`config.mk`:
```
export PLATFORM = sky130hd
export DESIGN_NAME = io_port_responder_flat
export DESIGN_NICKNAME = d
export VERILOG_FILES = /design/src/rtl/io_port_responder_if.sv /design/src/rtl/io_port_responder.sv /design/src/flat_wrapper.sv
export SDC_FILE = /design/constraint.sdc
export NUM_CORES = 1
export LEC_CHECK = 0
export ABC_CLOCK_PERIOD_IN_PS = 3300
export BUFFER_PORTS_ARGS = -buffer_cell sky130_fd_sc_hd__buf_2
export CORE_MARGIN = 1.5
export CORE_UTILIZATION = 51
export CTS_BUF_LIST = sky130_fd_sc_hd__clkbuf_4
export DETAILED_ROUTE_END_ITERATION = 8
export GPL_TIMING_DRIVEN = 1
export PLACE_DENSITY_LB_ADDON = 0.12
export REMOVE_ABC_BUFFERS = 1
export SLEW_MARGIN = 20
export SYNTH_ARGS = -nofsm -noshare
export SYNTH_HDL_FRONTEND = slang
export SYNTH_SLANG_ARGS = --single-unit
```
`constraint.sdc`:
```
create_clock -name clk -period 3.3 [get_ports clk]
set_clock_uncertainty 0.15 [all_clocks]
set_input_delay 0.66 -clock clk [delete_from_list [all_inputs] [get_ports clk]]
set_output_delay 0.66 -clock clk [all_outputs]
set_load 0.02 [all_outputs]
```
`src/rtl/io_port_responder_if.sv`:
```
// io_port_responder_if: pin-side bundle of one 8-bit multiplexed I/O port.
// Ports: pin_stb/pin_we/pin_sel/pin_data_in driven by the initiator (CPU).
//        pin_data_out/pin_data_oe/pin_ack driven by the board-side responder.
interface io_port_responder_if;
    logic       pin_stb;
    logic       pin_we;
    logic [2:0] pin_sel;
    logic [7:0] pin_data_in;
    logic [7:0] pin_data_out;
    logic       pin_data_oe;
    logic       pin_ack;

    // CPU / initiator side
    modport master (
        output pin_stb, pin_we, pin_sel, pin_data_in,
        input  pin_data_out, pin_data_oe, pin_ack
    );

    // Board-side responder
    modport slave (
        input  pin_stb, pin_we, pin_sel, pin_data_in,
        output pin_data_out, pin_data_oe, pin_ack
    );
endinterface

```
`src/rtl/io_port_responder.sv`:
```
// io_port_responder: terminates the CPU four-phase port protocol and exposes 8 byte slots.
// Latency: strobe sample to ack = 1 edge direct, 3 edges with IDLE->EXEC->ACK behind the 2-flop sync.
// Backpressure: ack is held until the strobe drops; one operation per strobe, no merging of requests.
//
// Ports: clk, rst_n (async active-low); port (io_port_responder_if.slave: pin_stb, pin_we,
//        pin_sel, pin_data_in in; pin_data_out, pin_data_oe, pin_ack out);
//        slot_in[64] device bytes, slot_out[64] CPU-written bytes, slot_wr/slot_rd[8] one-hot pulses.
// Build option: define IO_RESP_SYNC_EN to synchronize the strobe for an asynchronous initiator.
module io_port_responder #(
    parameter logic [7:0] RESET_VALUE = 8'h00
) (
    input  logic                 clk,
    input  logic                 rst_n,
    io_port_responder_if.slave   port,
    input  logic [63:0]          slot_in,
    output logic [63:0]          slot_out,
    output logic [7:0]           slot_wr,
    output logic [7:0]           slot_rd
);

    typedef enum logic [1:0] {
        ST_IDLE = 2'd0,
        ST_EXEC = 2'd1,
        ST_ACK  = 2'd2
    } state_t;

    state_t     r_state;
    logic       r_req_we;
    logic [2:0] r_req_sel;
    logic [7:0] r_req_data;
    logic [7:0] r_rd_reg;
    logic       r_ack;
    logic       r_oe;
    logic [63:0] r_slot_out;
    logic [7:0] r_slot_wr;
    logic [7:0] r_slot_rd;

    // Request as seen by the FSM after the input stage
    logic       w_stb_s;
    logic       w_we_s;
    logic [2:0] w_sel_s;
    logic [7:0] w_data_s;

`ifdef IO_RESP_SYNC_EN
    logic       r_stb_meta;
    logic       r_stb_sync;
    logic       r_we_q;
    logic [2:0] r_sel_q;
    logic [7:0] r_data_q;

    // Request fields get one register stage, taken at the same edge as the second strobe
    // flop; the initiator holds them stable until ack, so a single stage is sufficient.
    always_ff @(posedge clk or negedge rst_n) begin
        if (!rst_n) begin
            r_stb_meta <= 1'b0;
            r_stb_sync <= 1'b0;
            r_we_q     <= 1'b0;
            r_sel_q    <= 3'd0;
            r_data_q   <= 8'h00;
        end else begin
            r_stb_meta <= port.pin_stb;
            r_stb_sync <= r_stb_meta;
            r_we_q     <= port.pin_we;
            r_sel_q    <= port.pin_sel;
            r_data_q   <= port.pin_data_in;
        end
    end

    assign w_stb_s  = r_stb_sync;
    assign w_we_s   = r_we_q;
    assign w_sel_s  = r_sel_q;
    assign w_data_s = r_data_q;
`else
    assign w_stb_s  = port.pin_stb;
    assign w_we_s   = port.pin_we;
    assign w_sel_s  = port.pin_sel;
    assign w_data_s = port.pin_data_in;
`endif

    // Bit offset of the selected slot within the 64-bit slot buses
    logic [5:0] w_lsb;
    assign w_lsb = {r_req_sel, 3'b000};

    always_ff @(posedge clk or negedge rst_n) begin
        if (!rst_n) begin
            r_state    <= ST_IDLE;
            r_req_we   <= 1'b0;
            r_req_sel  <= 3'd0;
            r_req_data <= 8'h00;
            r_rd_reg   <= 8'h00;
            r_ack      <= 1'b0;
            r_oe       <= 1'b0;
            r_slot_out <= {8{RESET_VALUE}};
            r_slot_wr  <= 8'h00;
            r_slot_rd  <= 8'h00;
        end else begin
            // Slot strobes are single-cycle: only EXEC raises them
            r_slot_wr <= 8'h00;
            r_slot_rd <= 8'h00;
            case (r_state)
                ST_IDLE: begin
                    if (w_stb_s) begin
                        r_req_we   <= w_we_s;
                        r_req_sel  <= w_sel_s;
                        r_req_data <= w_data_s;
                        r_state    <= ST_EXEC;
                    end
                end
                ST_EXEC: begin
                    if (r_req_we) begin
                        r_slot_out[w_lsb +: 8] <= r_req_data;
                        r_slot_wr              <= 8'b0000_0001 << r_req_sel;
                    end else begin
                        // rd_reg drives the pins directly and is frozen for the ACK phase
                        r_rd_reg  <= slot_in[w_lsb +: 8];
                        r_oe      <= 1'b1;
                        r_slot_rd <= 8'b0000_0001 << r_req_sel;
                    end
                    // Completes even if the strobe has already dropped; ACK then lasts one cycle
                    r_ack   <= 1'b1;
                    r_state <= ST_ACK;
                end
                ST_ACK: begin
                    if (!w_stb_s) begin
                        r_ack    <= 1'b0;
                        r_oe     <= 1'b0;
                        r_rd_reg <= 8'h00;  // keeps pin_data_out at zero while the pad is off
                        r_state  <= ST_IDLE;
                    end
                end
                default: begin
                    r_state <= ST_IDLE;
                end
            endcase
        end
    end

    assign port.pin_ack      = r_ack;
    assign port.pin_data_oe  = r_oe;
    assign port.pin_data_out = r_rd_reg;
    assign slot_out          = r_slot_out;
    assign slot_wr           = r_slot_wr;
    assign slot_rd           = r_slot_rd;

endmodule

```
`src/flat_wrapper.sv`:
```
// flat-port wrapper written by rule: the top's interface ports become plain ports
module io_port_responder_flat 
#(
    parameter logic [7:0] RESET_VALUE = 8'h00
)
  (clk, rst_n, slot_in, slot_out, slot_wr, slot_rd, port_pin_stb, port_pin_we, port_pin_sel, port_pin_data_in, port_pin_data_out, port_pin_data_oe, port_pin_ack);
  io_port_responder_if port_i ();
  input  logic clk;
  input  logic rst_n;
  input  logic [63:0] slot_in;
  output logic [63:0] slot_out;
  output logic [7:0] slot_wr;
  output logic [7:0] slot_rd;
  input wire logic [$bits(port_i.pin_stb)-1:0] port_pin_stb;
  input wire logic [$bits(port_i.pin_we)-1:0] port_pin_we;
  input wire logic [$bits(port_i.pin_sel)-1:0] port_pin_sel;
  input wire logic [$bits(port_i.pin_data_in)-1:0] port_pin_data_in;
  output wire logic [$bits(port_i.pin_data_out)-1:0] port_pin_data_out;
  output wire logic [$bits(port_i.pin_data_oe)-1:0] port_pin_data_oe;
  output wire logic [$bits(port_i.pin_ack)-1:0] port_pin_ack;
  assign port_i.pin_stb = port_pin_stb;
  assign port_i.pin_we = port_pin_we;
  assign port_i.pin_sel = port_pin_sel;
  assign port_i.pin_data_in = port_pin_data_in;
  assign port_pin_data_out = port_i.pin_data_out;
  assign port_pin_data_oe = port_i.pin_data_oe;
  assign port_pin_ack = port_i.pin_ack;
  io_port_responder #(.RESET_VALUE(RESET_VALUE)) u_core (.clk(clk), .rst_n(rst_n), .port(port_i), .slot_in(slot_in), .slot_out(slot_out), .slot_wr(slot_wr), .slot_rd(slot_rd));
endmodule
```
Yosys cells after proc, flatten, opt, wreduce, memory -nomap -nowiden
Cells that the tools add are included.
{"block": "totals", "regBits": 104, "inputBits": 79, "out_inout_bits": 90}
{"block": "op_classes", "addsub": 1, "eq_ne": 5, "n_shift": 4, "n_mux": 15, "reduce_logical": 7}
{"cell": "$bwmux 64", "count": 1}
{"cell": "$shift 8x8->64 const A", "count": 1}
{"cell": "$shiftx 64x7->8", "count": 1}
{"cell": "$shiftx 8x8->64", "count": 1}
{"cell": "$mux 8", "count": 6}
{"cell": "$pmux 8 s2", "count": 1}
{"cell": "$neg 6->8", "count": 1}
{"cell": "$reduce_and 2->1", "count": 4}
{"cell": "$shl 1x3->8 const A", "count": 1}
{"cell": "$ne 2x2->1 const B", "count": 3}
{"cell": "$pmux 2 s3", "count": 1}
{"cell": "$mux 2", "count": 2}
{"cell": "$pmux 1 s2", "count": 2}
{"cell": "$reduce_and 3->1", "count": 1}
{"cell": "$eq 2x1->1 const B", "count": 1}
{"cell": "$eq 2x2->1 const B", "count": 1}
{"cell": "$logic_not 2->1", "count": 1}
{"cell": "$mux 1", "count": 2}
{"cell": "$reduce_bool 2->1", "count": 1}

Longest topological paths before layout
Gate-level depths: netlist of run 1.
{"block": "logic_depth", "ltp_word": 3, "ltp_mapped": 10, "mapped_depth_nobuf": 6}

Worst setup path before layout of run 1
Ideal clock, no wire load.
{"block": "synth_path", "path_kind": "register to register", "from": "register u_core.r_req_sel[0]", "to": "register u_core.r_slot_out[32] (netlist: u_core.slot_out[32])", "arrival_time_ns": 2.483, "required_time_ns": 3.025, "path_slack_ns": 0.543, "stages_incl_launch_ff": 10, "path_buffers": 3, "path_cell_list": "dfrtp_1 > buf_4 > buf_2 > inv_1 > ha_1 > ha_1 > clkbuf_2 > nor4b_1 > nand3b_2 > mux2_2"}
{"block": "synth_via", "elab_chain_len": 3, "elab_cells_between_ends": 4}
{"element": "start, declared", "line": "io_port_responder.sv:29", "text": "logic [2:0] r_req_sel;"}
{"element": "start signal, assigned", "line": "io_port_responder.sv:104", "text": "r_req_sel <= w_sel_s;"}
{"element": "$neg 6->8 *", "line": "io_port_responder.sv:111", "text": "r_slot_out[w_lsb +: 8] <= r_req_data;"}
{"element": "$shiftx 8x8->64 / $shift 8x8->64 (equally long branches)", "line": "io_port_responder.sv:111"}
{"element": "$bwmux 64 *", "line": "io_port_responder.sv:111"}
{"element": "end signal, assigned", "line": "io_port_responder.sv:93", "text": "r_slot_out <= {8{RESET_VALUE}};"}
{"element": "end signal, assigned by index", "line": "io_port_responder.sv:111"}
{"element": "end, declared", "line": "io_port_responder.sv:34", "text": "logic [63:0] r_slot_out;"}
Mark *: on every way between the ends. The rest lies on a longest branch, timed or not.
A chain may end at the register's enable or synchronous reset.

Worst setup path after layout of run 1
{"block": "layout_path", "from": "register u_core.r_req_sel[2]", "to": "register u_core.r_slot_out[27] (netlist: u_core.slot_out[27])"}
Same word-level chain as after synthesis.

==> impl_metrics.json, run 1 <==
{
  "outcome": "complete, no violations",
  "vias_per_cell": 5.420,
  "synth_flop_cell": "dfrtp_1",
  "synth_area_leaders": "dfrtp_1 (55%), mux2_2 (17%), mux2i_1 (6.8%)",
  "synth_area_sq_um": 4713,
  "cts_buffer_depth": 2,
  "drive_above_1_share": 0.5341,
  "clkLatencyLatePin_ns": 0.44,
  "leakage_nw": 3.210,
  "hold_buffers": 0,
  "rsz0062_at_grt": "no",
  "hpwl_um": 8322,
  "gp_congestion": 0.8054,
  "ys_warn_count": 0,
  "coreArea_sq_um": 8848,
  "floorplan.initialDensity": 0.5327,
  "fin_crit_ns": 2.871,
  "postCtsResizedCells": 0,
  "syn_avg_cell_area_sq_um": 13.90,
  "max_freq_mhz": 348.3,
  "synth_most_common_cell": "dfrtp_1",
  "path_max_fanout": 14,
  "setup_viol": 0,
  "syn_inst": 339,
  "synth_edf_count": 0,
  "synth.distinct_cells": 38,
  "dr.pass1.iters": 6,
  "wl_per_cell_um": 17.70,
  "cts_sinks": 104,
  "grt_max_degree": 62,
  "powerDensity_nw_per_um2": 837.4,
  "cts_buffers": 9,
  "row_count": 34,
  "combPwrFrac": 0.446,
  "crit-reg2reg-launch": "u_core.r_req_sel[2]",
  "wl_um": 10990,
  "drc_errors": 0,
  "seq_area_frac_synth": 0.5522,
  "p_int_w": 0.002829,
  "power_w": 0.004856,
  "rr_endpoint": "u_core.slot_out[27]",
  "r2r_setup_slack_ns": 0.43,
  "ir_drop_uv": 392.8,
  "ys_ff_latch": 104,
  "synth_commonest_cells": "dfrtp_1 (104), mux2_2 (72), mux2i_1 (32)",
  "synth_top_area_frac": 0.5522,
  "tightest_slew_ns": 0.9735,
  "ant_nets": 0,
  "slew_headroom": 0.3486,
  "p_clk_frac": 0.132,
  "worstRegToRegCells": 5,
  "crit_path_start_kind": "flop",
  "root_buffer": "clkbuf_4",
  "yosysTopAreaCell": "dfrtp_1",
  "dpl.cell_count": 606,
  "critical_path_arrival_ns": 3.05,
  "drt_iter0_markers": 139,
  "num_io_pins": 169,
  "port_buffers": 168,
  "final-hold-violation-count": 0,
  "critical_path_class": "flop to flop",
  "post-place-ws_ns": 0.4724,
  "holdWs_ns": 0.1424,
  "nNetsFinal": 595,
  "n_antenna_cell": 0,
  "hold_path.class": "input port to async pin",
  "die_area_sq_um": 9828,
  "clk_pin_slew_ns": 0.15,
  "p_sw_w": 0.002027,
  "fin_crit_sh": 0.8701,
  "cts_htree_levels": 3,
  "syn2layout_area_growth_pct": 23.04,
  "instances_no_fill": 621,
  "netSwitchingFraction": 0.4174,
  "fp.dieW_um": 99.14,
  "synthArstFlopShare": 1.000,
  "cts_tree": "yes",
  "seq_power_share": 0.422,
  "grt_pass1_vias": 3457,
  "max_cap_violations": 0,
  "grt-ovfl-total": 0,
  "maxSlewViolCount": 0,
  "fin_ws_ns": 0.4287,
  "post_cts_buffers": 0,
  "grtUsageTotal": 0.2318,
  "crit_required_ns": 3.48,
  "antenna_found_initial": 0,
  "grt_pass1_wl_um": 17730,
  "die_y_um": 99.14,
  "vias": 3366,
  "cp-end-kind": "flop"
}
[per-layer routing]
layer | track usage | share of wire | vias to the layer above | wire [um]
met1 | 0.3131 | 0.44 | 1652 | 4783
li1 | - | - | 1573 | -
met4 | 0.08017 | 0.017 | 0 | 192
met5 | 0 | 0 | - | 0
met2 | 0.3857 | 0.49 | 125 | 5349
met3 | 0.03795 | 0.060 | 16 | 663
[cells in the final DEF, fill, tap and decap left out, types with 6 or more instances in the layout]
master    Yosys  final
buf_2         4    167
dfrtp_1     104    103
mux2_2       72     72
mux2i_1      32     32
and2_1       29     29
a22oi_1      14     14
clkbuf_4      0     10
nor2_1        9      9
a32o_1        7      7
ha_1          7      7
and3_1        6      6
nand2_1       6      6
[worst max-delay path by stage]
| stage | startpoint | to | slack, ns | cells after the start |
|---|---|---|---|---|
| final | u_core.r_req_sel[2] | u_core.slot_out[27] | 0.43 | 5 |
| after global routing | u_core.r_req_sel[2] | u_core.slot_out[27] | 0.21 | 5 |
| after CTS | u_core.r_req_sel[2] | u_core.slot_out[27] | 0.42 | 5 |
| after detailed placement | u_core.r_req_sel[2] | u_core.slot_out[25] | 0.47 | 5 |
| after global placement | u_core.r_req_sel[2] | u_core.slot_out[13] | 0.60 | 5 |
| after floorplan | u_core.r_req_sel[0] | u_core.slot_out[10] | -0.23 | 6 |
[critical path, stage by stage, from the launching register on]
cell and delay (ns):
dfrtp_1 0.61, clkinv_1 0.35, ha_1 0.60, o31ai_1 0.24, nor2_2 0.42, mux2_2 0.40
[flip-flops by register name, indices dropped and copies added (netlist names), 2 cells and up]
register	cells
u_core.slot_out	64
u_core.r_req_sel	3
u_core.r_state	2
u_core.slot_wr	8
u_core.port.pin_data_out	8
u_core.r_req_data	8
u_core.slot_rd	8
[stage by stage]
| stage | util | setup TNS, ns | cell area [sq um] |
|---|---|---|---|
| 3_3_place_gp | 0.6403 | 0 | 5665 |
| 2_1_floorplan | - | -8.465 | 4643 |
| 3_5_place_dp | 0.6403 | 0 | 5665 |
| 6_report | 0.6554 | 0 | 5799 |
| 5_1_grt | 0.6554 | 0 | 5799 |
| 4_1_cts | 0.6554 | 0 | 5799 |
[power groups by stage]
| stage | combinational (W) | sequential [W] | clock, W |
|---|---|---|---|
| 3_5_place_dp | 0.00218 | 0.00208 | 0 |
| 4_1_cts | 0.00219 | 0.00205 | 0.000658 |
| 6_report | 0.00217 | 0.00205 | 0.000640 |
| 2_1_floorplan | 0.00106 | 0.00241 | 0 |
| 5_1_grt | 0.00234 | 0.00212 | 0.000704 |
| 3_3_place_gp | 0.00213 | 0.00207 | 0 |
[cells by family (layout without fill, tap and decap cells)]
group	after synthesis	after routing	synth area share
AO/OA/AOI/OAI	30	30	0.04858
adder cells (fa/ha/maj)	7	7	0.01858
buffers and inverters	17	191	0.01805
flip-flops	104	104	0.5522
multiplexers	106	106	0.2471
AND/OR/NAND/NOR	75	75	0.1155
[cell type report]
cell class	count	area [sq um]
timing repair buffer	172	885.9
clock inverter	5	58.81
sequential	104	2604
multi-input combinational	218	2026
inverter	4	15.01
tap	108	135.1
clock buffer	10	75.07
fill	693	3049
Note: power is estimated with default switching activity, not from simulation.
==> run 2, diff against run 1 <==
--- a/config.mk
+++ b/config.mk
@@ -5,10 +5,12 @@
 export SDC_FILE = /design/constraint.sdc
 export NUM_CORES = 1
 export LEC_CHECK = 0
-export ABC_CLOCK_PERIOD_IN_PS = 3300
+export ABC_CLOCK_PERIOD_IN_PS = 2900
 export BUFFER_PORTS_ARGS = -buffer_cell sky130_fd_sc_hd__buf_2
+export CELL_PAD_IN_SITES_DETAIL_PLACEMENT = 0
+export CELL_PAD_IN_SITES_GLOBAL_PLACEMENT = 1
 export CORE_MARGIN = 1.5
-export CORE_UTILIZATION = 51
+export CORE_UTILIZATION = 40
 export CTS_BUF_LIST = sky130_fd_sc_hd__clkbuf_4
 export DETAILED_ROUTE_END_ITERATION = 8
 export GPL_TIMING_DRIVEN = 1
==> constraint.sdc (replaced) <==
create_clock -name clk -period 2.9 [get_ports clk]
set_clock_uncertainty 0.15 [all_clocks]
set_input_delay 0.58 -clock clk [delete_from_list [all_inputs] [get_ports clk]]
set_output_delay 0.58 -clock clk [all_outputs]
set_load 0.02 [all_outputs]
==> run 2 against run 1 <==
Compared with the run above: combinational power grew 18%; critical endpoint is now u_core.slot_out[41]; critical path depth is the same; wire length rose by 5.5%; power rose by 14%; cell count is 7.1% higher; worst hold slack better by 0.047 ns; largest power group unchanged; non-clock buffer count up 7; count of clock-buffer cells in the layout unchanged.
==> impl_metrics.json, run 2 (synthesized netlist as in run 1, its figures left out) <==
{
  "fp.dieW_um": 111.6,
  "leakage_nw": 3.240,
  "drc_errors": 0,
  "setup_viol": 0,
  "clkLatencyLatePin_ns": 0.44,
  "hold_path.class": "input port to flop",
  "crit_path_cell_trace": "buf_4 > ha_1 > nand4b_4 > nor3_4 > mux2_2",
  "root_buffer": "clkbuf_4",
  "max_freq_mhz": 395.3,
  "critical_path_class": "flop to flop",
  "postCtsResizedCells": 0,
  "p_sw_w": 0.002351,
  "drt_iter0_markers": 149,
  "nNetsFinal": 602,
  "cts_tree": "yes",
  "rr_endpoint": "u_core.slot_out[41]",
  "grtUsageTotal": 0.1949,
  "vias_per_cell": 5.072,
  "row_count": 39,
  "cts_buffers": 9,
  "dpl.cell_count": 647,
  "powerDensity_nw_per_um2": 940.8,
  "ant_nets": 0,
  "vias": 3373,
  "grt-ovfl-total": 0,
  "worstRegToRegCells": 5,
  "gp_congestion": 0.7346,
  "largest_reg_flops": 64,
  "power_w": 0.005531,
  "syn2layout_area_growth_pct": 24.74,
  "num_io_pins": 169,
  "critical_path_arrival_ns": 2.74,
  "final-hold-violation-count": 0,
  "antenna_found_initial": 1,
  "p_clk_frac": 0.126,
  "hold_end": "u_core.r_req_data[2]",
  "most-common-layout-cells": "buf_2 (167), dfrtp_1 (103), mux2_2 (72)",
  "slowest_delay_ns": 0.50,
  "slew_headroom": 0.3040,
  "dr.pass1.iters": 4,
  "instances_no_fill": 665,
  "outcome": "complete, no violations",
  "rsz0062_at_grt": "no",
  "cts_sinks": 104,
  "wl_per_cell_um": 17.43,
  "crit-reg2reg-launch": "u_core.r_req_sel[0]",
  "grt_max_degree": 44,
  "grt_pass1_wl_um": 18940,
  "drive_above_1_share": 0.5393,
  "max_cap_violations": 0,
  "hp-start": "port_pin_data_in[2]",
  "maxSlewViolCount": 0,
  "hpwl_um": 8679,
  "fill_cells": 1065,
  "die_area_sq_um": 12440,
  "die_y_um": 111.6,
  "crit_path_start_kind": "flop",
  "layout_commonest_cell": "buf_2",
  "fin_crit_ns": 2.530,
  "ir_drop_uv": 487.5,
  "holdWs_ns": 0.1897,
  "netSwitchingFraction": 0.4251,
  "hold_depth": 2,
  "wl_um": 11590,
  "grt_pass1_vias": 3556,
  "post_cts_buffers": 0,
  "fin_crit_sh": 0.8723,
  "coreArea_sq_um": 11470,
  "hold_buffers": 1,
  "seq_power_share": 0.411,
  "critPathSlowestCell": "nor3_4",
  "path_max_fanout": 41,
  "cts_htree_levels": 3,
  "crit_required_ns": 3.11,
  "r2r_setup_slack_ns": 0.37,
  "tightest_slew_ns": 1.042,
  "port_buffers": 168,
  "cts_buffer_depth": 2,
  "clk_pin_slew_ns": 0.17,
  "p_int_w": 0.003180,
  "cp-end-kind": "flop",
  "floorplan.initialDensity": 0.4110,
  "combPwrFrac": 0.462
}
## run 2: area by class of cell
cell class                 count  area (sq um)  share of cell area
antenna                        1         2.502           0.0004256
clock buffer                  10         75.07             0.01277
clock inverter                 6         50.05            0.008512
inverter                       4         15.01            0.002554
multi-input combinational    218          2026              0.3445
sequential                   104          2604              0.4429
tap                          143         178.9             0.03043
timing repair buffer         179         928.4              0.1579
## run 2: critical path, delay by kind of cell (launching register included)
kind,cells,cell delay (ns)
DFF,1,0.39
buffers and inverters,1,0.49
adders and majority gates,1,0.32
muxes,1,0.39
and+or+nand+nor,2,0.68
## run 2: metrics by stage
stage | area [sq um] | setup TNS [ns] | utilization | worst slack [ns]
2_1_floorplan | 4643 | -34.06 | - | -0.6277
3_3_place_gp | 5742 | 0 | 0.5007 | 0.3783
3_5_place_dp | 5742 | 0 | 0.5007 | 0.3307
4_1_cts | 5877 | 0 | 0.5125 | 0.3353
5_1_grt | 5879 | 0 | 0.5127 | 0.2156
6_report | 5879 | 0 | 0.5127 | 0.3705
## run 2: layer usage
| metal | part of all wire | wire [um] | vias up | GRT usage |
|---|---|---|---|---|
| li1 | - | - | 1594 | - |
| met1 | 0.46 | 5330 | 1669 | 0.2644 |
| met2 | 0.48 | 5557 | 101 | 0.3215 |
| met3 | 0.050 | 576 | 9 | 0.04028 |
| met4 | 0.011 | 125 | 0 | 0.05063 |
| met5 | 0 | 0 | - | 0 |
## run 2: power groups by stage
| stage | Clock, W | Sequential (W) | Combinational (W) |
|---|---|---|---|
| 6_report | 0.000698 | 0.00228 | 0.00256 |
| 5_1_grt | 0.000780 | 0.00235 | 0.00279 |
| 4_1_cts | 0.000723 | 0.00228 | 0.00260 |
| 3_5_place_dp | 0 | 0.00232 | 0.00260 |
| 3_3_place_gp | 0 | 0.00231 | 0.00256 |
| 2_1_floorplan | 0 | 0.00275 | 0.00121 |
## run 2: how the worst max path moves through the flow
stage | startpoint | end | slack [ns] | cells past startpoint
floorplan | u_core.r_req_sel[0] | u_core.slot_out[10] | -0.63 | 6
global route | u_core.r_req_sel[0] | u_core.slot_out[57] | 0.22 | 5
CTS | u_core.r_req_sel[0] | u_core.slot_out[41] | 0.34 | 5
finish | u_core.r_req_sel[0] | u_core.slot_out[41] | 0.37 | 5
global placement | u_core.r_req_sel[0] | u_core.slot_out[42] | 0.38 | 5
detailed placement | u_core.r_req_sel[0] | u_core.slot_out[41] | 0.33 | 5
